$ cat src/rtl/serial_eq_cmp.sv
// rtl/serial_eq_cmp.sv - bit-serial word equality comparator, LSB first
// Optional mismatch counter enabled by defining SERIAL_EQ_CMP_COUNT_EN.
module serial_eq_cmp #(
  parameter int WIDTH = 8
) (
  input  logic                         clk,
  input  logic                         rst_n,
  input  logic                         start,
  input  logic                         bit_valid,
  input  logic                         a,
  input  logic                         b,
  output logic                         busy,
  output logic                         done,
  output logic                         eq,
  output logic [$clog2(WIDTH+1)-1:0]   mism
);

  localparam int CW = $clog2(WIDTH);
  localparam int MW = $clog2(WIDTH + 1);
  localparam logic [CW-1:0] LAST = CW'(WIDTH - 1);

  localparam logic [1:0] S_IDLE = 2'd0;
  localparam logic [1:0] S_RUN  = 2'd1;
  localparam logic [1:0] S_DONE = 2'd2;

  logic [1:0]    state;
  logic [CW-1:0] cnt;
  logic          eq_acc;
  logic          eq_q;
  logic          match;
  logic          take;
  logic          last;
  logic          accept;

  assign match  = ~(a ^ b);
  assign take   = (state == S_RUN) && bit_valid;
  assign last   = take && (cnt == LAST);
  // start is only honoured between words; while running it is ignored
  assign accept = ((state == S_IDLE) || (state == S_DONE)) && start;

  always_ff @(posedge clk or negedge rst_n) begin
    if (!rst_n) begin
      state  <= S_IDLE;
      cnt    <= '0;
      eq_acc <= 1'b0;
      eq_q   <= 1'b0;
    end else begin
      case (state)
        S_IDLE, S_DONE: begin
          if (accept) begin
            state  <= S_RUN;
            cnt    <= '0;
            eq_acc <= 1'b1;
          end else begin
            state  <= S_IDLE;
          end
        end
        S_RUN: begin
          if (last) begin
            state <= S_DONE;
            eq_q  <= eq_acc & match;
          end else if (take) begin
            cnt    <= cnt + 1'b1;
            eq_acc <= eq_acc & match;
          end
        end
        default: state <= S_IDLE;
      endcase
    end
  end

`ifdef SERIAL_EQ_CMP_COUNT_EN
  logic [MW-1:0] mis_acc;
  logic [MW-1:0] mism_q;
  logic [MW-1:0] mis_next;

  assign mis_next = mis_acc + MW'(~match);

  always_ff @(posedge clk or negedge rst_n) begin
    if (!rst_n) begin
      mis_acc <= '0;
      mism_q  <= '0;
    end else if (accept) begin
      mis_acc <= '0;
    end else if (last) begin
      mism_q  <= mis_next;
    end else if (take) begin
      mis_acc <= mis_next;
    end
  end

  assign mism = mism_q;
`else
  assign mism = '0;
`endif

  assign busy = (state == S_RUN);
  assign done = (state == S_DONE);
  assign eq   = eq_q;

endmodule

$ cat config.mk
export PLATFORM = sky130hd
export DESIGN_NAME = serial_eq_cmp
export DESIGN_NICKNAME = d
export VERILOG_FILES = /design/src/rtl/serial_eq_cmp.sv
export SDC_FILE = /design/constraint.sdc
export NUM_CORES = 1
export LEC_CHECK = 0
export ABC_CLOCK_PERIOD_IN_PS = 1400
export BUFFER_PORTS_ARGS = -buffer_cell sky130_fd_sc_hd__buf_4
export CORE_AREA = 2 2 39 41
export CTS_CLUSTER_DIAMETER = 200
export CTS_CLUSTER_SIZE = 28
export DETAILED_ROUTE_END_ITERATION = 8
export DIE_AREA = 0 0 41 43
export PLACE_DENSITY_LB_ADDON = 0.2
export SLEW_MARGIN = 20
export SYNTH_ARGS = -nofsm -noshare
export SYNTH_HDL_FRONTEND = slang
export SYNTH_SLANG_ARGS = --single-unit
$ cat constraint.sdc
create_clock -name clk -period 1.4 [get_ports clk]
set_input_delay 0.07 -clock clk [delete_from_list [all_inputs] [get_ports clk]]
set_output_delay 0.07 -clock clk [all_outputs]
set_load 0.05 [all_outputs]
==> results_dict.tcl <==
set metrics [dict create \
    power.switching_mw 0.333 \
    avgRoutedWirePerCell_um 9.32 \
    grt_max_degree 8 \
    grt_overflow 0 \
    rows 14 \
    synth_area_um2 370 \
    final_core_util_pct 35.4 \
    synth.avg_cell_area_um2 10.0 \
    crit_type "reg -> reg" \
    clock_path_buffers 2 \
    dieHeight_um 43 \
    final_cell_mix "nand2_1, buf_4, dfrtp_1" \
    h-tree-depth 1 \
    finalWirelength_um 615 \
    vias 264 \
    post-cts-setup-buffers 0 \
    coreArea_um2 1380 \
    die_w_um 41 \
    numCtsBuffers 3 \
    clkTransAtPathRegs_ns 0.05 \
    cellLeakagePower_nw 0.250 \
    synth_top_area_cell "dfrtp_1" \
    crit_path_start_kind "flip-flop" \
    ant_nets 0 \
    combPwrFrac_pct 42.8 \
    fin_skew_ns 0.000743 \
    syn_to_final_growth_pct 32.4 \
    drv_slew 0 \
    p_int_mw 0.548 \
    ys_seq_area_share_pct 47.3 \
    grt_pass1_vias 210 \
    powerDensity_nw_per_um2 1800 \
    yosysTopAreaCellShare_pct 47.3 \
    required_ns 1.52 \
    ir_worst_vdd_mv 0.523 \
    p_clk_share_pct 20.2 \
    yosysWarnings 0 \
    post-route-period-util_pct 98.0 \
    period_needed_ns 1.37 \
    boundaryPins 13 \
    antenna_found_initial 0 \
    insertion_delay_ns 0.24 \
    cts_tree "built" \
    seqPwrFrac_pct 37.0 \
    cts_sinks 7 \
    dpl.hpwl_um 492 \
    worst-path-max-fanout 6 \
    cts-root-buf "clkbuf_4" \
    die-area_um2 1760 \
    crit_arrival_ns 1.50 \
    synth_cell_types 15 \
    portBuffers 8 \
    hold_viol 0 \
    grt_pass1_wl_um 910 \
    start_util_pct 26.8 \
    synth.ff_latch_count 7 \
    drc_errors 0 \
    drtPass1Iterations 4 \
    final_nets 59 \
    vias_per_cell 4.00 \
    timing.hold.ws_ns 0.138 \
    fin_setup_tns_ns 0 \
    min-delay-path-class "in -> reg" \
    switching_share_pct 37.8 \
    outcome "finished, final reports clean" \
    drive_gt1_share_pct 32.0 \
    maxCapViolations 0 \
    synth_area_leaders "dfrtp_1, nand2_1, buf_4, ha_1, and4bb_4" \
    max_freq_ghz 0.729 \
    synthCells 37 \
    grt_usage_pct 7.90 \
    diodes 0 \
    gp_congestion 0.632 \
    cp-end-kind "flip-flop" \
    rsz0062_at_grt "true" \
    setup_viol 0 \
    drt_iter0_drc 9 \
]
-- per-stage QoR --
| stage | total power [mW] | cell area [µm²] | std cells | setup slack, ns |
|---|---|---|---|---|
| after global routing | 0.963 | 490 | 66 | -0.0326 |
| after CTS | 0.876 | 480 | 66 | 0.0160 |
| after global placement | 0.682 | 439 | 61 | -0.0336 |
| after detailed placement | 0.684 | 439 | 61 | -0.0488 |
| final | 0.881 | 490 | 66 | 0.0277 |
| after floorplan | 0.581 | 382 | 40 | 0.00164 |
-- path summary, 6_finish.rpt --
check	startpoint	to	slack, ns	cells after the start
setup / recovery	cnt[1]	eq_acc	0.03	5
max in group asynchronous	rst_n	cnt[0]	1.11	2
min in group asynchronous	rst_n	cnt[2]	0.17	2
hold reg to reg	eq	eq	0.48	2
hold / removal	a	eq	0.14	4
setup reg to reg	cnt[1]	eq_acc	0.03	5
-- cell type report --
cell class              instances  area, µm²
clock buffers                   4       26.3
fillers                       149        893
inverters                       2       7.51
multi-input cells              27        184
flip-flops and latches          7        175
well taps                      16       20.0
repair buffers                 10       77.6
-- cell usage after synthesis --
library cell,count
xnor2_1,1
inv_1,2
and2b_1,2
nor2b_1,1
o21ai_0,3
nand2_1,9
dfrtp_1,7
ha_1,2
mux2i_1,1
and4bb_4,1
conb_1,1
nand4b_1,1
nand2b_1,1
o21ai_2,1
buf_4,4
-- state kept, by name (all words and copies together) (netlist names) --
signal,count
cnt,3
eq,1
eq_acc,1
state,2
-- logic make-up after synthesis --
kind of cell / synth area share (%)
buffers and inverters: 10.1
other: 1.01
adder cells (fa/ha/maj): 6.76
AO/OA/AOI/OAI: 6.42
AND/OR/NAND/NOR: 23.3
XOR/XNOR: 2.37
flip-flops: 47.3
multiplexers: 2.70
-- per-layer routing --
layer	vias to the layer above	GRT usage [%]	part of all wire [%]
met4	0	6.00	0
met3	0	3.14	7.8
met2	10	9.06	44
li1	139	-	-
met1	115	11.3	48
met5	-	0	0
-- worst max-delay path: stages, from the launching register on --
cell,delay [ns]
dfrtp_1,0.38
ha_2,0.19
ha_4,0.16
and4bb_4,0.33
and2b_1,0.14
o21ai_2,0.05
-- power groups by stage --
stage	Clock, mW	Sequential (mW)	Combinational [mW]
global route	0.201	0.335	0.426
finish	0.178	0.327	0.377
CTS	0.186	0.322	0.368
floorplan	0	0.340	0.241
detailed placement	0	0.323	0.360
global placement	0	0.324	0.358
-- timing repair --
| action | CTS | global route |
|---|---|---|
| endpoints found under the setup margin | 2 | 1 |
| hold endpoints to repair | 7 | 0 |
| pin swaps | 1 | 0 |
| gates resized for setup | 2 | 1 |
| hold buffers | 1 | 0 |
No activity file was read; power rests on OpenSTA's default activity.
